### src/rtl/a0_trace_fifo_if.sv
// Output stream of the a0 trace FIFO: head entry with its valid/ready handshake.
interface a0_trace_fifo_if #(
  parameter int DATA_WIDTH = 32
);
  logic                  out_valid;
  logic                  out_ready;
  logic [DATA_WIDTH-1:0] out_data;
  logic [15:0]           out_stamp;

  modport master (output out_valid, output out_data, output out_stamp, input out_ready);
  modport slave  (input out_valid, input out_data, input out_stamp, output out_ready);
endinterface

### src/rtl/a0_trace_fifo.sv
// a0_trace_fifo: records every change of the CPU a0 register in a first-word-fall-through FIFO
// and flags a halt once a0 stops moving. Define A0_TRACE_TIMESTAMP_EN to stamp each entry with a cycle count.
module a0_trace_fifo #(
  parameter int DATA_WIDTH    = 32,
  parameter int DEPTH         = 8,
  parameter int STABLE_CYCLES = 16
) (
  input  logic                  clk,
  input  logic                  rst,
  input  logic                  en,
  input  logic [DATA_WIDTH-1:0] a0,
  a0_trace_fifo_if.master       bus,
  output logic                  full,
  output logic                  overflow,
  output logic                  halted
);
  localparam int AW = $clog2(DEPTH);
  localparam int SW = $clog2(STABLE_CYCLES);
  localparam logic [SW-1:0] STABLE_LAST = SW'(STABLE_CYCLES - 1);
  localparam logic [AW:0]   DEPTH_CNT   = (AW+1)'(DEPTH);

  typedef enum logic [1:0] {
    S_IDLE   = 2'd0,
    S_TRACK  = 2'd1,
    S_HALTED = 2'd2
  } state_e;

  state_e                state_q, state_d;
  logic [SW-1:0]         stable_q, stable_d;
  logic [DATA_WIDTH-1:0] prev_q;
  logic [AW-1:0]         wr_ptr_q, rd_ptr_q;
  logic [AW:0]           count_q, count_d;
  logic                  overflow_q;
  logic [DATA_WIDTH-1:0] mem_q [DEPTH];

  logic a0_chg;
  logic push_req;
  logic push_acc;
  logic push_drop;
  logic pop;
  logic full_s;
  logic valid_s;

  assign a0_chg    = (a0 != prev_q);
  assign push_req  = en && (state_q != S_IDLE) && a0_chg;
  assign valid_s   = (count_q != '0);
  assign full_s    = (count_q == DEPTH_CNT);
  assign pop       = valid_s && bus.out_ready;
  // A pop in the same cycle frees the slot, so a full FIFO can still accept.
  assign push_acc  = push_req && (!full_s || pop);
  assign push_drop = push_req && full_s && !pop;

  // FSM and sample register state
  always_ff @(posedge clk) begin
    if (rst) begin
      state_q  <= S_IDLE;
      stable_q <= '0;
      prev_q   <= '0;
    end else begin
      state_q  <= state_d;
      stable_q <= stable_d;
      if (en) begin
        prev_q <= a0;
      end
    end
  end

  // FSM next state and stable-run counter
  always_comb begin
    state_d  = state_q;
    stable_d = stable_q;
    case (state_q)
      S_IDLE: begin
        stable_d = '0;
        if (en) state_d = S_TRACK;
        else    state_d = S_IDLE;
      end
      S_TRACK: begin
        if (!en) begin
          state_d  = S_IDLE;
          stable_d = '0;
        end else if (a0_chg) begin
          stable_d = '0;
        end else if (stable_q == STABLE_LAST) begin
          state_d = S_HALTED;
        end else begin
          stable_d = stable_q + SW'(1);
        end
      end
      S_HALTED: begin
        if (!en) begin
          state_d  = S_IDLE;
          stable_d = '0;
        end else if (a0_chg) begin
          state_d  = S_TRACK;
          stable_d = '0;
        end else begin
          state_d = S_HALTED;
        end
      end
      default: begin
        state_d  = S_IDLE;
        stable_d = '0;
      end
    endcase
  end

  // FSM outputs
  always_comb begin
    halted = (state_q == S_HALTED);
  end

  // FIFO occupancy next value
  always_comb begin
    case ({push_acc, pop})
      2'b10:   count_d = count_q + (AW+1)'(1);
      2'b01:   count_d = count_q - (AW+1)'(1);
      default: count_d = count_q;
    endcase
  end

  // FIFO pointers, occupancy and sticky overflow
  always_ff @(posedge clk) begin
    if (rst) begin
      wr_ptr_q   <= '0;
      rd_ptr_q   <= '0;
      count_q    <= '0;
      overflow_q <= 1'b0;
    end else begin
      count_q <= count_d;
      if (push_acc) begin
        wr_ptr_q <= wr_ptr_q + AW'(1);
      end
      if (pop) begin
        rd_ptr_q <= rd_ptr_q + AW'(1);
      end
      if (push_drop) begin
        overflow_q <= 1'b1;
      end
    end
  end

  // FIFO data storage
  always_ff @(posedge clk) begin
    if (!rst && push_acc) begin
      mem_q[wr_ptr_q] <= a0;
    end
  end

`ifdef A0_TRACE_TIMESTAMP_EN
  logic [15:0] cyc_q;
  logic [15:0] stamp_q [DEPTH];

  // Free-running cycle counter
  always_ff @(posedge clk) begin
    if (rst) begin
      cyc_q <= 16'h0000;
    end else begin
      cyc_q <= cyc_q + 16'h0001;
    end
  end

  // Per-entry stamp storage
  always_ff @(posedge clk) begin
    if (!rst && push_acc) begin
      stamp_q[wr_ptr_q] <= cyc_q;
    end
  end

  assign bus.out_stamp = stamp_q[rd_ptr_q];
`else
  assign bus.out_stamp = 16'h0000;
`endif

  assign bus.out_valid = valid_s;
  assign bus.out_data  = mem_q[rd_ptr_q];
  assign full          = full_s;
  assign overflow      = overflow_q;
endmodule
### src/flat_wrapper.sv
// flat-port wrapper written by rule: the top's interface ports become plain ports
module a0_trace_fifo_flat 
#(
  parameter int DATA_WIDTH    = 32,
  parameter int DEPTH         = 8,
  parameter int STABLE_CYCLES = 16
)
  (clk, rst, en, a0, full, overflow, halted, bus_out_valid, bus_out_data, bus_out_stamp, bus_out_ready);
  a0_trace_fifo_if #(.DATA_WIDTH(DATA_WIDTH)) bus_i ();
  input  logic clk;
  input  logic rst;
  input  logic en;
  input  logic [DATA_WIDTH-1:0] a0;
  output logic full;
  output logic overflow;
  output logic halted;
  output wire logic [$bits(bus_i.out_valid)-1:0] bus_out_valid;
  output wire logic [$bits(bus_i.out_data)-1:0] bus_out_data;
  output wire logic [$bits(bus_i.out_stamp)-1:0] bus_out_stamp;
  input wire logic [$bits(bus_i.out_ready)-1:0] bus_out_ready;
  assign bus_out_valid = bus_i.out_valid;
  assign bus_out_data = bus_i.out_data;
  assign bus_out_stamp = bus_i.out_stamp;
  assign bus_i.out_ready = bus_out_ready;
  a0_trace_fifo #(.DATA_WIDTH(DATA_WIDTH), .DEPTH(DEPTH), .STABLE_CYCLES(STABLE_CYCLES)) u_core (.clk(clk), .rst(rst), .en(en), .a0(a0), .bus(bus_i), .full(full), .overflow(overflow), .halted(halted));
endmodule
### config.mk
export PLATFORM = sky130hd
export DESIGN_NAME = a0_trace_fifo_flat
export DESIGN_NICKNAME = d
export VERILOG_FILES = /design/src/rtl/a0_trace_fifo_if.sv /design/src/rtl/a0_trace_fifo.sv /design/src/flat_wrapper.sv
export SDC_FILE = /design/constraint.sdc
export NUM_CORES = 1
export LEC_CHECK = 0
export ABC_AREA = 1
export CORE_MARGIN = 1
export CORE_UTILIZATION = 63
export CTS_CLUSTER_SIZE = 10
export DETAILED_ROUTE_END_ITERATION = 6
export HOLD_SLACK_MARGIN = 0.08
export PLACE_DENSITY_LB_ADDON = 0.25
export SETUP_SLACK_MARGIN = 0.4
export SLEW_MARGIN = 20
export SYNTH_ARGS = -nofsm -noshare
export SYNTH_HDL_FRONTEND = slang
export SYNTH_SLANG_ARGS = --single-unit
### constraint.sdc
create_clock -name clk -period 13.6 [get_ports clk]
set_clock_uncertainty 0.05 [all_clocks]
set_input_delay 4.08 -clock clk [delete_from_list [all_inputs] [get_ports clk]]
set_output_delay 4.08 -clock clk [all_outputs]
set_load 0.02 [all_outputs]
==> results.sh <==
export IMPL_outcome="completed"
export IMPL_path_cells="clkinv_2 > buf_4 > o21ai_0 > o22ai_1 > nor2_1 > a31oi_1 > clkdlybuf4s50_1"
export IMPL_p_leak_nw=5.062
export IMPL_drtIter0Drc=793
export IMPL_worstSetupStartpointType="flop"
export IMPL_grt_pass1_vias=8123
export IMPL_start_util_pct=64.50
export IMPL_syn_cell_area_um2=12630
export IMPL_synth_cell_type_count=35
export IMPL_hold_viol=0
export IMPL_slowest_delay_ns=0.78
export IMPL_reg2regPathDepth=12
export IMPL_r2r_end="u_core.mem_q[5][6]"
export IMPL_ir_drop_uv=162.1
export IMPL_critical_path_endpoint_type="primary output"
export IMPL_gp_congestion=0.7884
export IMPL_die_h_um=143.6
export IMPL_clkLatencyLatePin_ns=0.51
export IMPL_grt_max_degree=89
export IMPL_cts_hold_buffers=0
export IMPL_antenna_cells=0
export IMPL_grt_pass1_wl_um=42280
export IMPL_clockBufferDepth=3
export IMPL_dpl_cell_count=1428
export IMPL_area_growth_pct=15.73
export IMPL_core_area_um2=19590
export IMPL_layout_nets=1244
export IMPL_slowest_stage="dfxtp_4"
export IMPL_fin_cells=1494
export IMPL_cts_sinks=308
export IMPL_cts_max_level=2
export IMPL_worstSetupEndpoint="bus_out_data[21]"
export IMPL_dp_hpwl_um=14500
export IMPL_cts_tree="yes"
export IMPL_arrival_ns=3.77
export IMPL_drc=0
export IMPL_drtPass1Iterations=5
export IMPL_rrSetupSlack_ns=10.75
export IMPL_cts_buffers=36
export IMPL_final_max_slew_viol_count=0
export IMPL_seq_area_frac_synth_pct=69.08
export IMPL_nFillCells=1262
export IMPL_critPathKind="flop to primary output"
export IMPL_hold_path_class="flop to flop"
export IMPL_viasPerCell=5.729
export IMPL_mostFrequentLayoutCells="nor2_1, edfxtp_1, o21ai_0"
export IMPL_synth_seq_cells=308
export IMPL_rsz0062_at_grt="no"
export IMPL_worst_pin_slew_ns=1.092
export IMPL_num_rows=51
export IMPL_netlist_instances=1136
export IMPL_root_buffer="clkbuf_16"
export IMPL_grtUsageTotal_pct=27.34
export IMPL_dieArea_um2=20630
export IMPL_power_density_nw_per_um2=186.3
export IMPL_port_buffers=71
export IMPL_layout_commonest_cell="nor2_1"
export IMPL_post_cts_buffers=0
export IMPL_antenna_found_initial=1
export IMPL_syn_avg_cell_area_um2=11.12
export IMPL_crit_required_ns=9.47
export IMPL_overflow=0
export IMPL_setup_viol=0
export IMPL_pin_count=88
export IMPL_min_period_ns=7.900
export IMPL_wirelength_um=27000
export IMPL_slew_headroom_pct=27.01
export IMPL_crit_path_max_fanout=88
export IMPL_cts_resized_gates=0
export IMPL_reg2reg_from="u_core.prev_q[12]"
export IMPL_clk_pin_slew_ns=0.05
export IMPL_post_drt_wl_per_cell_um=18.07
export IMPL_hold_ws_ns=0.3878
export IMPL_antenna_left=0
export IMPL_timing_final_crit_share_pct=58.09
export IMPL_fin_area_um2=14620
export IMPL_fmax_ghz=0.1266
export IMPL_final_layout_size_suffix_gt1_share_pct=7.079
export IMPL_drv_cap=0
export IMPL_tns_ns=0
export IMPL_yosysWarnings=0
export IMPL_vias=8559
export IMPL_fp_dieW_um=143.6
export IMPL_placed_cell_area_um2=13550
-- cells by family after synthesis --
family                     Yosys count  synth area share, %
AOI/OAI and AO/OA                  255                10.89
other                                1              0.02968
adders and majority gates            6               0.6536
xor gates and xnor gates            26                1.802
and+or+nand+nor                    427                13.62
buffers and inverters              113                3.922
DFF                                308                69.08
-- layer usage --
metal | vias to the layer above | wire length, µm | track usage [%]
li1 | 4067 | - | -
met1 | 4105 | 11470 | 37.92
met2 | 334 | 12800 | 43.89
met3 | 51 | 2024 | 3.965
met4 | 2 | 680 | 11.03
met5 | - | 17 | 0
-- report_power, final --
part | leakage [nW] | switching (mW) | total (mW) | internal [mW]
Combinational | 1.83 | 0.487 | 0.785 | 0.298
Clock | 0.496 | 0.346 | 0.855 | 0.509
Sequential | 2.73 | 0.0391 | 1.08 | 1.04
Total | 5.06 | 0.873 | 2.72 | 1.85
-- sequential cells by signal (all words and copies together) (netlist names), named ones only --
name	cells
u_core.state_q	2
u_core.count_q	4
u_core.overflow	1
u_core.stable_q	4
u_core.rd_ptr_q	3
u_core.wr_ptr_q	3
u_core.prev_q	32
u_core.mem_q	256
-- cell type report --
type                    instances  area [µm²]  share of cell area, %
clock buffers                  63        1023                  7.000
clock inverters                 2       17.52                 0.1198
inverters                      39       147.6                  1.010
multi-input cells             730        3517                  24.05
flip-flops and latches        308        8733                  59.73
well taps                     265       331.6                  2.268
repair buffers                 87       850.8                  5.819
-- worst max-delay path: cells and delay by family, from the launching register on --
family,cells,cell delay [ns]
compound gates,3,0.46
buf+inv,3,1.81
flops,1,0.78
simple gates,1,0.15
-- how the worst min path moves through the flow --
stage | cells past startpoint | endpoint | startpoint
6_report | 1 | u_core.rd_ptr_q[2] | u_core.rd_ptr_q[2]
5_1_grt | 1 | flop | u_core.rd_ptr_q[2]
4_1_cts | 1 | u_core.rd_ptr_q[2] | u_core.rd_ptr_q[2]
3_5_place_dp | 1 | u_core.rd_ptr_q[2] | u_core.rd_ptr_q[2]
3_3_place_gp | 1 | flop | u_core.rd_ptr_q[2]
2_1_floorplan | 1 | flop | u_core.rd_ptr_q[2]
-- cell usage after synthesis --
| cell type | count | area, µm² |
|---|---|---|
| a211oi_1 | 1 | 7.510 |
| a21oi_1 | 17 | 85.08 |
| a21oi_2 | 1 | 8.760 |
| a21oi_4 | 1 | 16.27 |
| a31oi_1 | 32 | 200.2 |
| buf_1 | 7 | 26.28 |
| buf_2 | 9 | 45.04 |
| buf_4 | 16 | 120.1 |
| clkbuf_1 | 42 | 157.7 |
| clkinv_1 | 2 | 7.510 |
| conb_1 | 1 | 3.750 |
| dfxtp_1 | 52 | 1041 |
| edfxtp_1 | 256 | 7687 |
| fa_1 | 1 | 20.02 |
| ha_1 | 5 | 62.56 |
| inv_1 | 29 | 108.9 |
| inv_2 | 8 | 30.03 |
| nand2_1 | 81 | 304.0 |
| nand2_2 | 1 | 6.260 |
| nand2_4 | 2 | 22.52 |
| nand2_8 | 2 | 40.04 |
| nand3_1 | 8 | 40.04 |
| nand3b_1 | 1 | 7.510 |
| nand4_1 | 2 | 12.51 |
| nand4_4 | 1 | 21.27 |
| nor2_1 | 319 | 1197 |
| nor2_2 | 2 | 12.51 |
| nor2_4 | 1 | 11.26 |
| nor3_1 | 5 | 25.02 |
| nor3_2 | 2 | 20.02 |
| o21a_1 | 1 | 7.510 |
| o21ai_0 | 164 | 820.8 |
| o21ai_1 | 6 | 30.03 |
| o22ai_1 | 32 | 200.2 |
| xnor2_1 | 26 | 227.7 |
-- through the flow --
stage / utilization, % / setup WS [ns] / total power, mW
CTS: 74.50 / 5.694 / 2.733
detailed placement: 69.18 / 6.048 / 1.882
finish: 74.64 / 5.700 / 2.723
floorplan: - / 6.025 / 1.599
global route: 74.64 / 5.415 / 2.855
global placement: 69.18 / 6.082 / 1.862
(Power assumes the default switching activity.)
